[config.mk]
export PLATFORM = sky130hd
export DESIGN_NAME = req_encoder16
export DESIGN_NICKNAME = d
export VERILOG_FILES = /design/src/rtl/req_encoder16_pkg.sv /design/src/rtl/req_encoder16_prio_enc16.sv /design/src/rtl/req_encoder16.sv
export SDC_FILE = /design/constraint.sdc
export NUM_CORES = 1
export LEC_CHECK = 0
export CAP_MARGIN = 20
export CORE_ASPECT_RATIO = 1.2
export CORE_MARGIN = 2
export CORE_UTILIZATION = 50
export CTS_BUF_LIST = sky130_fd_sc_hd__clkbuf_16
export DETAILED_ROUTE_END_ITERATION = 6
export GPL_TIMING_DRIVEN = 1
export PLACE_DENSITY_LB_ADDON = 0.05
export SLEW_MARGIN = 20
export SYNTH_ARGS = -nofsm -noshare
export SYNTH_HDL_FRONTEND = slang
export SYNTH_SLANG_ARGS = --single-unit
[constraint.sdc]
create_clock -name clk -period 6.35 [get_ports clk]
set_input_delay 1.27 -clock clk [delete_from_list [all_inputs] [get_ports clk]]
set_output_delay 1.27 -clock clk [all_outputs]
set_load 0.02 [all_outputs]
[src/rtl/req_encoder16_pkg.sv]
`default_nettype none
// ============================================================================
// Module      : req_encoder16_pkg
// Description : Shared constants and state type for the 16-to-4 request
//               encoder and its priority-encoder sub-block.
// Revision    : 1.0 - initial release
// ============================================================================
package req_encoder16_pkg;

  localparam int N         = 16;
  localparam int IDX_W     = 4;
  localparam int ARB_FIXED = 0;
  localparam int ARB_RR    = 1;

  // Output-stage state; PRESENT is exactly the out_valid condition.
  typedef enum logic [0:0] {
    ST_IDLE    = 1'b0,
    ST_PRESENT = 1'b1
  } state_e;

endpackage : req_encoder16_pkg
`default_nettype wire

[src/rtl/req_encoder16_prio_enc16.sv]
`default_nettype none
// ============================================================================
// Module      : prio_enc16
// Description : Combinational rotating priority encoder. Rotates vec right
//               by start, finds the lowest set bit, then adds start back
//               (mod 16) so the result is an absolute index.
// Revision    : 1.0 - initial release
// ============================================================================
module prio_enc16
  import req_encoder16_pkg::*;
(
  input  logic [N-1:0]     vec,
  input  logic [IDX_W-1:0] start,
  output logic [IDX_W-1:0] idx,
  output logic             found
);

  logic [N-1:0]     rot;
  logic [IDX_W-1:0] low;

  // Rotate so the search begins at 'start', then pick the lowest set bit.
  always_comb begin
    rot = (vec >> start) | (vec << (N - int'(start)));
    low = '0;
    // Descending scan so the lowest set position is the last one written.
    for (int i = N - 1; i >= 0; i--) begin
      if (rot[i]) begin
        low = i[IDX_W-1:0];
      end
    end
    idx   = low + start;
    found = |vec;
  end

endmodule : prio_enc16
`default_nettype wire

[src/rtl/req_encoder16.sv]
`default_nettype none
// ============================================================================
// Module      : req_encoder16
// Description : Sequential 16-to-4 encoder. Captures request pulses into a
//               pending register and emits one index per pending request over
//               a valid/ready handshake, fixed-priority or round-robin.
// Revision    : 1.0 - initial release
// ============================================================================
module req_encoder16
  import req_encoder16_pkg::*;
#(
  parameter int ARB_MODE = ARB_FIXED
) (
  input  logic             clk,
  input  logic             rst_n,
  input  logic             enable,
  input  logic             clr,
  input  logic [N-1:0]     req,
  output logic [IDX_W-1:0] out_idx,
  output logic             out_valid,
  input  logic             out_ready,
  output logic [N-1:0]     pending,
  output logic             overflow
);

  state_e           state_q, state_d;
  logic [N-1:0]     pend_q, pend_d;
  logic [IDX_W-1:0] idx_q, idx_d;
  logic [IDX_W-1:0] last_q, last_d;
  logic             ovf_q, ovf_d;

  logic [N-1:0]     gated_req;
  logic [N-1:0]     load_mask;
  logic [IDX_W-1:0] search_start;
  logic [IDX_W-1:0] sel_idx;
  logic             sel_found;
  logic             load;

  // Fixed mode always searches from 0; round-robin starts just past the
  // last index served.
  assign search_start = (ARB_MODE == ARB_RR) ? last_q + 4'd1 : '0;

  prio_enc16 u_prio (
    .vec   (pend_q),
    .start (search_start),
    .idx   (sel_idx),
    .found (sel_found)
  );

  // Next-state logic: capture, selection/load, handshake and flush.
  always_comb begin
    state_d   = state_q;
    pend_d    = pend_q;
    idx_d     = idx_q;
    last_d    = last_q;
    ovf_d     = ovf_q;
    gated_req = enable ? req : '0;
    // Selection uses registered pending only, never same-cycle req.
    load      = sel_found && ((state_q == ST_IDLE) || out_ready);
    load_mask = load ? (N'(1) << sel_idx) : '0;

    if (clr) begin
      state_d = ST_IDLE;
      pend_d  = '0;
      idx_d   = '0;
      last_d  = 4'd15;
      ovf_d   = 1'b0;
    end else begin
      // A bit being loaded this edge may be re-set by a fresh request
      // without counting as overflow.
      pend_d = (pend_q & ~load_mask) | gated_req;
      if (|(gated_req & pend_q & ~load_mask)) begin
        ovf_d = 1'b1;
      end
      if (load) begin
        state_d = ST_PRESENT;
        idx_d   = sel_idx;
        last_d  = sel_idx;
      end else if ((state_q == ST_PRESENT) && out_ready) begin
        state_d = ST_IDLE;
      end
    end
  end

  // State registers with asynchronous reset.
  always_ff @(posedge clk or negedge rst_n) begin
    if (!rst_n) begin
      state_q <= ST_IDLE;
      pend_q  <= '0;
      idx_q   <= '0;
      last_q  <= 4'd15;
      ovf_q   <= 1'b0;
    end else begin
      state_q <= state_d;
      pend_q  <= pend_d;
      idx_q   <= idx_d;
      last_q  <= last_d;
      ovf_q   <= ovf_d;
    end
  end

  assign out_valid = (state_q == ST_PRESENT);
  assign out_idx   = idx_q;
  assign pending   = pend_q;
  assign overflow  = ovf_q;

endmodule : req_encoder16
`default_nettype wire

==> impl_metrics.json <==
{
  "status": "completed",
  "vias_per_cell": 6.52,
  "grt_pass1_vias": 1524,
  "rsz0062_at_grt": "no",
  "synth_top_area_frac": 0.383,
  "cpPeakStageDelay_ns": 0.81,
  "wl_per_cell_um": 17.8,
  "final_util": 0.700,
  "powerDensity_nw_per_um2": 235,
  "critical-path-top-delay-family": "simple AND/OR/NAND/NOR gates",
  "regArea_um2": 551,
  "grt_start_max_net_pins": 26,
  "numCtsBuffers": 3,
  "rows": 21,
  "crit_fanout": 16,
  "synth.area.top_cells": "dfrtp_1 (38%), nor2_1 (7.6%), a21oi_1 (4.9%), nand2_1 (4.7%), o21ai_0 (4.2%)",
  "cpMaxStageDelayCell": "nor2b_1",
  "drc": 0,
  "drt-total-wl_mm": 4.37,
  "clk_pin_slew_worst_paths_ns": 0.06,
  "path_depth": 8,
  "final_cell_mix": "clkdlybuf4s50_1 (41), nor2_1 (29), dfrtp_1 (22), nand2_1 (18), a21oi_1 (14)",
  "slew_violations": 0,
  "rrSetupSlack_ns": 3.80,
  "final_common_cell": "clkdlybuf4s50_1",
  "switchingPower_uw": 153,
  "synthFlopType": "dfrtp_1",
  "maxClockFrequency_mhz": 301,
  "drive_gt1_frac": 0.0569,
  "clk_latency_ns": 0.25,
  "skew_ns": 0.00236,
  "die_y_um": 62.7,
  "hold_viol_final": 0,
  "pwr-share-clk": 0.296,
  "grt_pass1_wl_mm": 7.41,
  "worstHoldPathCells": 2,
  "critical_path_class": "input pin to flop",
  "synth_enable_flop_cells": 0,
  "p_seq_frac": 0.374,
  "die_x_um": 53.0,
  "yosysWarnings": 0,
  "slew-limit-headroom": 0.293,
  "ant_nets": 0,
  "nNetsFinal": 233,
  "peakVddDrop_uv": 154,
  "cap_violations": 0,
  "period_share": 0.523,
  "first_pass_iters": 4,
  "ys_seq_area_frac": 0.383,
  "switching_share": 0.338,
  "diodes": 0,
  "syn2layout_area_growth_pct": 34.4,
  "synth_fp_nets": 196,
  "first_iter_violations": 98,
  "grt_antenna_before_repair": 0,
  "syn_area_per_cell_um2": 8.22,
  "setup-tns-final_ns": 0,
  "r2r_cells": 7,
  "final_area_um2": 1930,
  "grt-ovfl-total": 0,
  "crit_chain": "clkdlybuf4s50_1 -> nor2b_1 -> nand2b_1 -> nor2_1 -> o211ai_1 -> and3_1 -> o21ai_0 -> a41oi_1",
  "tightest_slew_ns": 1.06,
  "worstPathRequired_ns": 6.51,
  "port_buffers": 42,
  "p_leak_uw": 0.000754,
  "rr_endpoint": "overflow$_DFFE_PN0P_",
  "worstPathArrival_ns": 3.48,
  "pin_count": 43,
  "via_count": 1597,
  "total_power_uw": 454,
  "place.gp.congestion": 0.932,
  "grt_usage": 0.294,
  "synth_area_um2": 1440,
  "cts_tree": "built",
  "endpoint": "overflow$_DFFE_PN0P_",
  "cp-start-kind": "input pin",
  "htreeDepth": 1,
  "yosysTopAreaCell": "dfrtp_1",
  "postCtsHoldBufs": 0,
  "core-area_um2": 2760,
  "hold_class": "flop to flop",
  "p_comb_frac": 0.330,
  "cp-startpoint": "out_ready",
  "root_buffer": "clkbuf_16",
  "crit_buf_inv": 1,
  "ys_types": 41,
  "dieArea_um2": 3320,
  "netlist_instances": 175,
  "finalSetupViolations": 0,
  "async_flop_share": 1.00,
  "finalCriticalPeriod_ns": 3.32,
  "n_fill_cell": 217,
  "multi_input_area_um2": 830,
  "start_util": 0.521,
  "p_int_uw": 301,
  "dpl_cell_area_um2": 1860,
  "cts_setup_buffers": 0,
  "r2r_start": "pending[7]$_DFF_PN0_",
  "cts.sinks": 22,
  "end_kind": "flop",
  "clockBufferDepth": 2,
  "post-dp-hpwl_mm": 3.12,
  "post_cts_resized": 0,
  "synth_seq_cells": 22
}
cell type report:
type                       instances  share of cell area
clock buffer                       3              0.0389
clock inverter                     1             0.00194
inverter                           2             0.00389
multi-input combinational        140               0.429
sequential                        22               0.285
tap                               34              0.0220
timing repair buffer              43               0.219
power groups by stage:
stage               logic, uW  registers, uW  clock network [uW]
global placement          146            171                   0
finish                    150            170                 134
global route              163            171                 143
detailed placement        147            171                   0
CTS                       148            169                 136
floorplan                78.8            178                   0
layer usage:
metal	up-vias	share of wire	global-route usage
li1	735	-	-
met1	744	0.42	0.418
met3	19	0.091	0.0574
met2	99	0.45	0.433
met4	0	0.038	0.122
met5	-	0	0
worst min path at each step:
stage | start | to | slack (ns)
global route | out_idx[0]$_DFFE_PN0P_ | out_idx[0]$_DFFE_PN0P_ | 0.57
CTS | out_idx[0]$_DFFE_PN0P_ | out_idx[0]$_DFFE_PN0P_ | 0.53
global placement | out_idx[0]$_DFFE_PN0P_ | out_idx[0]$_DFFE_PN0P_ | 0.51
detailed placement | out_idx[0]$_DFFE_PN0P_ | out_idx[0]$_DFFE_PN0P_ | 0.52
finish | out_idx[0]$_DFFE_PN0P_ | out_idx[0]$_DFFE_PN0P_ | 0.53
floorplan | out_idx[0]$_DFFE_PN0P_ | out_idx[0]$_DFFE_PN0P_ | 0.63
sequential cells by signal, summed over array words and instances (netlist names):
signal,flops
out_idx,4
out_valid,1
overflow,1
pending,16
tightest hold or removal path, cell delays in order (launching register included):
cell     delay (ns)
dfrtp_1        0.34
mux2i_1        0.07
nor2_1         0.08
cells in the mapped netlist, drive strengths merged (2+ instances only):
library cell / n
nor2: 29
dfrtp: 22
nand2: 18
a21oi: 14
o21ai: 12
clkbuf: 9
a22oi: 7
o211ai: 6
nand4: 5
nor4: 5
nand2b: 4
nand3: 4
nor3: 4
o31ai: 4
a31oi: 3
a41oi: 3
nor2b: 3
a211oi: 2
buf: 2
inv: 2
or4: 2
cell families after synthesis:
| logic type | Yosys count | synth area share |
|---|---|---|
| compound gates | 61 | 0.287 |
| flops | 22 | 0.383 |
| mux | 1 | 0.00696 |
| buf+inv | 13 | 0.0400 |
| simple gates | 78 | 0.283 |
stage by stage:
stage | hold WS, ns | setup WS, ns | instances
after floorplan | 0.630 | 3.70 | 175
after global placement | 0.507 | 2.85 | 241
after detailed placement | 0.515 | 2.78 | 241
after CTS | 0.531 | 3.05 | 245
after global routing | 0.565 | 2.80 | 245
final | 0.532 | 3.03 | 245
(Power assumes the default switching activity.)
